## src/rtl/axis_uart_pkg.sv

```systemverilog
// Shared definitions for the AXI-Stream to UART TX path.
// Holds the default sizes and the {last,data} beat layout.
package axis_uart_pkg;

  localparam int DEF_WIDTH = 8;
  localparam int DEF_DEPTH = 16;
  localparam int DEF_LEN_W = 8;

  typedef struct packed {
    logic                 last;
    logic [DEF_WIDTH-1:0] data;
  } axis_beat_t;

  // A stored beat is the data word with the TLAST flag on top
  function automatic int beat_width(input int data_w);
    return data_w + 1;
  endfunction

endpackage

```

## src/rtl/axis_sync_fifo.sv

```systemverilog
// Synchronous FIFO with a registered level and a combinational head.
// Writes while full and reads while empty are ignored; clr flushes everything.
module axis_sync_fifo
  import axis_uart_pkg::*;
#(
  parameter int WIDTH = beat_width(DEF_WIDTH),
  parameter int DEPTH = DEF_DEPTH
) (
  input  logic                   clk,
  input  logic                   rst,
  input  logic                   clr,
  input  logic                   wr_en,
  input  logic [WIDTH-1:0]       wr_data,
  input  logic                   rd_en,
  output logic [WIDTH-1:0]       rd_data,
  output logic [$clog2(DEPTH):0] level,
  output logic                   full,
  output logic                   empty
);

  localparam int AW = $clog2(DEPTH);
  localparam int LW = AW + 1;
  localparam logic [LW-1:0] FULL_LVL = LW'(DEPTH);

  logic [WIDTH-1:0] mem [DEPTH];
  logic [AW-1:0]    wr_ptr;
  logic [AW-1:0]    rd_ptr;
  logic             do_wr;
  logic             do_rd;

  assign full    = (level == FULL_LVL);
  assign empty   = (level == '0);
  assign do_wr   = wr_en && !full && !clr;
  assign do_rd   = rd_en && !empty && !clr;
  assign rd_data = mem[rd_ptr];

  always_ff @(posedge clk) begin
    if (do_wr) mem[wr_ptr] <= wr_data;
  end

  // Pointers wrap naturally since DEPTH is a power of two
  always_ff @(posedge clk or posedge rst) begin
    if (rst) begin
      wr_ptr <= '0;
      rd_ptr <= '0;
      level  <= '0;
    end else if (clr) begin
      wr_ptr <= '0;
      rd_ptr <= '0;
      level  <= '0;
    end else begin
      if (do_wr) wr_ptr <= wr_ptr + AW'(1);
      if (do_rd) rd_ptr <= rd_ptr + AW'(1);
      if (do_wr && !do_rd)      level <= level + LW'(1);
      else if (do_rd && !do_wr) level <= level - LW'(1);
    end
  end

endmodule

```

## src/rtl/axis_pkt_source.sv

```systemverilog
// AXI-Stream master source: loader bytes are buffered, framed into packets
// by beat count or explicit flag, and presented through an output register.
module axis_pkt_source
  import axis_uart_pkg::*;
#(
  parameter int WIDTH = DEF_WIDTH,
  parameter int DEPTH = DEF_DEPTH,
  parameter int LEN_W = DEF_LEN_W
) (
  input  logic                   clk,
  input  logic                   rst,
  input  logic                   clr,
  input  logic [LEN_W-1:0]       pkt_len,
  input  logic [WIDTH-1:0]       load_data,
  input  logic                   load_last,
  input  logic                   load_valid,
  output logic                   load_ready,
  output logic [WIDTH-1:0]       m_axis_tdata,
  output logic                   m_axis_tlast,
  output logic                   m_axis_tvalid,
  input  logic                   m_axis_tready,
  output logic [$clog2(DEPTH):0] fifo_level,
  output logic                   pkt_sent
);

  localparam int BW = beat_width(WIDTH);

  logic [LEN_W-1:0] beat;
  logic [LEN_W-1:0] len_q;
  logic [LEN_W-1:0] eff_len;
  logic             last_bit;
  logic             wr_en;
  logic             rd_en;
  logic             fifo_full;
  logic             fifo_empty;
  logic [BW-1:0]    head;

  assign load_ready = !fifo_full;
  assign wr_en      = load_valid && load_ready;

  // The first beat of a packet uses the live pkt_len; later beats use the latched copy
  assign eff_len  = (beat == '0) ? pkt_len : len_q;
  assign last_bit = load_last || ((eff_len != '0) && (beat == eff_len - LEN_W'(1)));

  assign rd_en = !fifo_empty && (!m_axis_tvalid || m_axis_tready);

  axis_sync_fifo #(
    .WIDTH (BW),
    .DEPTH (DEPTH)
  ) u_fifo (
    .clk     (clk),
    .rst     (rst),
    .clr     (clr),
    .wr_en   (wr_en),
    .wr_data ({last_bit, load_data}),
    .rd_en   (rd_en),
    .rd_data (head),
    .level   (fifo_level),
    .full    (fifo_full),
    .empty   (fifo_empty)
  );

  always_ff @(posedge clk or posedge rst) begin
    if (rst) begin
      beat  <= '0;
      len_q <= '0;
    end else if (clr) begin
      beat  <= '0;
      len_q <= '0;
    end else if (wr_en) begin
      if (beat == '0) len_q <= pkt_len;
      beat <= last_bit ? '0 : beat + LEN_W'(1);
    end
  end

  // Output register only reloads when empty or when the sink takes the current beat
  always_ff @(posedge clk or posedge rst) begin
    if (rst) begin
      m_axis_tdata  <= '0;
      m_axis_tlast  <= 1'b0;
      m_axis_tvalid <= 1'b0;
      pkt_sent      <= 1'b0;
    end else if (clr) begin
      m_axis_tdata  <= '0;
      m_axis_tlast  <= 1'b0;
      m_axis_tvalid <= 1'b0;
      pkt_sent      <= 1'b0;
    end else begin
      pkt_sent <= m_axis_tvalid && m_axis_tready && m_axis_tlast;
      if (rd_en) begin
        m_axis_tdata  <= head[WIDTH-1:0];
        m_axis_tlast  <= head[WIDTH];
        m_axis_tvalid <= 1'b1;
      end else if (m_axis_tvalid && m_axis_tready) begin
        m_axis_tvalid <= 1'b0;
      end
    end
  end

endmodule

```

## config.mk

```make
export PLATFORM = sky130hd
export DESIGN_NAME = axis_pkt_source
export DESIGN_NICKNAME = d
export VERILOG_FILES = /design/src/rtl/axis_uart_pkg.sv /design/src/rtl/axis_sync_fifo.sv /design/src/rtl/axis_pkt_source.sv
export SDC_FILE = /design/constraint.sdc
export NUM_CORES = 1
export LEC_CHECK = 0
export CAP_MARGIN = 20
export CORE_MARGIN = 2
export CORE_UTILIZATION = 57
export DETAILED_ROUTE_END_ITERATION = 16
export DONT_BUFFER_PORTS = 1
export PLACE_DENSITY = 0.75
export SYNTH_ARGS = -nofsm -noshare
export SYNTH_HDL_FRONTEND = slang
export SYNTH_SLANG_ARGS = --single-unit
export TNS_END_PERCENT = 20
```

## constraint.sdc

```tcl
create_clock -name clk -period 3.3 [get_ports clk]
set_clock_uncertainty 0.15 [all_clocks]
set_input_delay 0.66 -clock clk [delete_from_list [all_inputs] [get_ports clk]]
set_output_delay 0.66 -clock clk [all_outputs]
set_load 0.01 [all_outputs]
```

-- Yosys cells after proc, flatten, opt, wreduce, memory -nomap -nowiden
Memories as Yosys holds them, arrays and structs flattened.
Cells that the tools add are included.
- flip-flop bits (word level): 40
- latch bits: 0
- RAM bits: 144
- ROM bits: 0
- input bits: 22
- output and inout bits: 17
- logic and storage cells: 69
- memories: 1
- memories (name ; words ; bits a word ; rd ports ; clocked after Yosys merged registers in ; wr ports ; line ; RTL):
    u_fifo.mem ; 16 ; 9 ; 1 ; 0 ; 1 ; axis_sync_fifo.sv:25 ; logic [WIDTH-1:0] mem [DEPTH];
- add/sub/neg operators: 6
- multipliers: 0
- divide/modulo/power cells: 0
- magnitude comparators: 0
- equality and inequality tests: 2
- shift-type cells: 0
- multiplexer cells: 23
- bitwise logic cells: 0
- reductions and logical operators: 28
- operators with widths (cell ; number):
    $mux W8 ; 8
    $mux W4 ; 4
    $mux W5 ; 3
    $logic_and A1 B1 Y1 ; 11
    $add A4 B1 Y4 const B ; 2
    $add A8 B1 Y8 const B ; 1
    $eq A8 B8 Y1 ; 1
    $logic_not A8 Y1 ; 1
    $mux W1 ; 8
    $reduce_bool A2 Y1 ; 4
    $reduce_bool A8 Y1 ; 1
    $sub A8 B1 Y8 const B ; 1
    $logic_not A1 Y1 ; 6
    $reduce_bool A3 Y1 ; 2
    $add A5 B1 Y5 const B ; 1
    $eq A5 B5 Y1 const B ; 1
    $logic_not A5 Y1 ; 1
    $sub A5 B1 Y5 const B ; 1
    $logic_or A1 B1 Y1 ; 2

-- Longest topological paths before layout
Gate-level depths: netlist of run 1.
- word-level depth: 10
- depth in mapped cells: 16
- depth with buffers taken out: 13

-- Hierarchy
A second synthesis of run 1 with hierarchy kept.
- cells, all modules: 553
- area, all modules: 8328.0 µm²
- modules (own cells, without submodules) (module ; times used ; cells an instance ; area an instance (µm²) ; sequential area each (µm²)):
    axis_sync_fifo ; 1 ; 344 ; 6443.7 ; 4649.5
    axis_pkt_source ; 1 ; 209 ; 1884.3 ; 675.6

-- Least setup slack after synthesis of run 1
Ideal clock, no wire load.
- path type: register -> register
- from: reg beat[0]
- to: reg beat[6]
- library setup time: 0.078 ns
- data arrival time: 3.172 ns
- data required time: 3.072 ns
- setup slack: -0.099 ns
- stages on the path, launching flop included: 17
- buffers on the path: 3
- period minus slack after synthesis: 3.399 ns
- cells stage by stage: dfrtp_1 > clkbuf_1 > inv_1 > ha_1 > nor3b_2 > nand2_4 > clkbuf_1 > mux2i_1 > ha_1 > nor3b_1 > mux2_4 > mux2_4 > and4_4 > a211oi_2 > buf_6 > a21oi_1 > o2bb2ai_1
- cells in the longest elaborated chain, start to end: 9
- elaborated cells between the ends (all ways): 11
- those cells by class: add/sub: 2; eq/ne: 1; mux: 4; reduce/logical: 4
- RTL lines (what ; line ; RTL):
    from (decl) ; axis_pkt_source.sv:28 ; logic [LEN_W-1:0] beat;
    from (signal assigned) ; axis_pkt_source.sv:72 ; beat <= last_bit ? '0 : beat + LEN_W'(1);
    $logic_not A8 Y1 ; axis_pkt_source.sv:42 ; assign eff_len = (beat == '0) ? pkt_len : len_q;
    $mux W8 ; -- ;
    $sub A8 B1 Y8 ; axis_pkt_source.sv:43 ; assign last_bit = load_last || ((eff_len != '0) && (beat == eff_len - LEN_W'(1)));
    $eq A8 B8 Y1 ; axis_pkt_source.sv:43 ;
    $logic_and A1 B1 Y1 ; axis_pkt_source.sv:43 ;
    $logic_or A1 B1 Y1 ; axis_pkt_source.sv:43 ;
    $mux W8 * ; axis_pkt_source.sv:72 ;
    $mux W8 * ; axis_pkt_source.sv:70 ; end else if (wr_en) begin
    $mux W8 * ; axis_pkt_source.sv:67 ; end else if (clr) begin
Mark *: on every way between the ends. The rest lies on a longest branch, timed or not. The select of a mux whose other input is x is not followed.
A chain may end at the register's enable or synchronous reset.

-- Final worst setup path of run 1
- from: reg beat[0]
- to: reg beat[2]
Same word-level chain as after synthesis.

==> flow_summary_export.csv, run 1 <==
group,metric,value,unit
outcome,run_status,"complete, no violations",
setup_path,cp-end-kind,"flop",
final_layout,diodes,0,
setup_path,criticalPathCategory,"flop to flop",
clock_tree,clockRootBuffer,"clkbuf_16",
clock_tree,postCtsSetupBuffers,0,
die,die_x,124,um
clock_tree,cts_tree,"yes",
grt,gr-total-overflow,0,
final_layout,nNetsFinal,613,
grt,grt_pass1_vias,4855,
grt,grt_pass1_wl,26700,um
setup_path,crit_required,3510,ps
sta,tns,0,ps
power_and_ir_drop,power_density,667,mW/mm^2
final_layout,fin_area,0.00908,mm^2
sta,worst_pin_slew,677,ps
sta,setup_violations,0,
route,drt.antenna.violating_nets,0,
final_layout,fin_util,0.652,
yosys,syn_avg_cell_area,14.7,um^2
sta,final_hold_viol_count,0,
route,dr.pass1.iters,5,
route,dr_total_vias,4775,
die,rows,43,
sta,clock.fmax,322,MHz
yosys,synthCells,555,
sta,rsz0062_at_grt,"no",
grt,antenna_found_initial,0,
final_layout,area_growth,11.5,%
route,wirelength,17300,um
sta,finalMaxSlewViolations,0,
die,core_area,0.0139,mm^2
final_layout,final_common_cell,"edfxtp_1",
grt,grt_max_degree,37,
setup_path,critical_path_arrival,3320,ps
sta,finalWorstSetupSlack,192,ps
yosys,synth_edf_count,144,
sta,fin_crit_sh,0.942,
place,io_buffer_count,0,
die,die_area,0.0153,mm^2
setup_path,critPathLaunchType,"flop",
grt,grt.total_usage,0.244,
job,max-cap-violations,0,
die,ios,39,
clock_tree,clkSinkCount,184,
yosys,synth-main-ff-cell,"edfxtp_1",
place,pre_cts_slack,145,ps
yosys,ys_types,54,
die,initial_core_util,0.585,
clock_tree,clockBufferDepth,2,
clock_tree,cts_buffers,17,
hold_path,hp-class,"primary input to flop",
clock_tree,insertion_delay,430,ps
final_layout,drive_gt1_frac,0.196,
yosys,syn_nets,589,
place,gp_congestion,0.872,
yosys,syn_area,0.00815,mm^2
route,drcViolationCount,0,
yosys,synth-warning-count,0,
final_layout,layout_common_cells,"edfxtp_1 (144), nor2_1 (42), dfrtp_1 (39)",
power_and_ir_drop,vdd_drop_max,0.507,mV
route,wire_per_inst,22.4,um
die,dieHeight,124,um
route,vias_per_cell,6.19,
clock_tree,h-tree-depth,4,
yosys,synth_seq_cells,184,
place,dpl-instance-area,0.00851,mm^2
setup_path,cp_max_fo,11,
sta,post-route-min-period,3110,ps
yosys,synth.yosys.seq_area_share,0.653,
power_and_ir_drop,p_leak,3.23,nW
clock_tree,path_clk_slew,70,ps
yosys,async_flop_share,0.217,
place,dp_hpwl,11500,um
sta,slew_headroom,0.549,
route,initialDrtViolationCount,493,
==> final cells by class <==
class	instances	area, um^2
sequential	184	5330
clock buffer	17	425
inverter	17	63.8
clock inverter	15	129
tap	180	225
fill	974	4850
timing repair buffer	38	304
multi-input combinational	321	2610
==> synthesized netlist by cell type, drive strengths merged (3+ instances only) <==
library cell    n  share of area
buf            15          0.012
a311oi         10          0.011
nand2b          6         0.0046
or4             3         0.0028
ha             11          0.017
inv            17         0.0078
dfrtp          40           0.12
a21oi          30          0.018
mux2            9          0.013
nor4            5         0.0064
nor2b           3         0.0023
clkbuf         18         0.0083
a22oi           6         0.0055
mux2i          30          0.037
and2            3         0.0023
o31ai           3         0.0028
xor2            7         0.0075
or3             5         0.0038
nor2           42          0.019
a21o            3         0.0028
edfxtp        144           0.53
xnor2           8         0.0086
mux4           27          0.075
a221oi          6         0.0064
o21ai          32          0.020
and3            3         0.0023
nand3           9         0.0055
nand2          26          0.013
nor3b           3         0.0034
a211oi          7         0.0071
nor3            9         0.0055
==> metrics by stage <==
step / hold WS, ps / instances / total power [mW]
2_1_floorplan: 404 / 555 / 3.90
6_report: 133 / 772 / 6.06
5_1_grt: 118 / 772 / 6.33
3_3_place_gp: 416 / 739 / 4.20
3_5_place_dp: 427 / 739 / 4.23
4_1_cts: 115 / 772 / 6.10
==> routing by layer <==
metal	global-route usage	vias to the layer above	wire (um)
li1	-	2178	-
met1	0.317	2405	6910
met2	0.407	161	8980
met3	0.0508	31	1040
met4	0.0945	0	365
met5	0	-	0
==> worst max-delay path, cell delays in order (launching register included) <==
cell	delay, ps
dfrtp_1	380
inv_1	70
ha_1	150
nor3b_4	230
nand2_4	120
mux2i_1	170
ha_2	240
nor3b_1	150
mux2_4	270
mux2_4	260
and4_4	200
a211oi_2	230
buf_6	180
a21oi_1	70
mux2i_1	150
==> final timing paths <==
| kind | startpoint | endpoint | slack (ps) | depth (start not counted) |
|---|---|---|---|---|
| hold reg to reg | m_axis_tdata[5] | m_axis_tdata[5] | 460 | 2 |
| setup / recovery | beat[0] | beat[2] | 190 | 14 |
| hold / removal | clr | u_fifo.rd_ptr[0] | 130 | 1 |
| setup reg to reg | beat[0] | beat[2] | 190 | 14 |
| max in group asynchronous | rst | u_fifo.rd_ptr[3] | 1760 | 3 |
| min in group asynchronous | rst | u_fifo.level[4] | 520 | 2 |
==> cells by family after synthesis <==
| group | synth area share |
|---|---|
| adder cells (fa/ha/maj) | 0.0193 |
| multiplexers | 0.125 |
| AO/OA/AOI/OAI | 0.0806 |
| buffers and inverters | 0.0276 |
| flip-flops | 0.653 |
| AND/OR/NAND/NOR | 0.0781 |
| XOR/XNOR | 0.0161 |
==> what timing repair did <==
| action | CTS | global route |
|---|---|---|
| gates resized for setup | 0 | 3 |
| endpoints found under the hold margin | 16 | 0 |
| hold buffers | 1 | 0 |
| endpoints found under the setup margin | 0 | 21 |
==> power breakdown <==
part	switching, mW	internal, mW
Clock	0.843	1.04
Combinational	0.626	0.681
Sequential	0.246	2.63
==> registers in the layout (all words and copies together), names as in the netlist <==
name           cells
u_fifo.wr_ptr      4
m_axis_tdata       8
beat               8
u_fifo.level       5
m_axis_tlast       1
pkt_sent           1
m_axis_tvalid      1
len_q              8
u_fifo.rd_ptr      4
u_fifo.mem       144
No activity file was read; power rests on OpenSTA's default activity.
==> inputs of run 2 (changes only) <==
--- a/config.mk
+++ b/config.mk
@@ -14,4 +14,3 @@
 export SYNTH_ARGS = -nofsm -noshare
 export SYNTH_HDL_FRONTEND = slang
 export SYNTH_SLANG_ARGS = --single-unit
-export TNS_END_PERCENT = 20
==> results of run 2 <==
No change in the layout: final DEF, timing and power equal those of run 1.
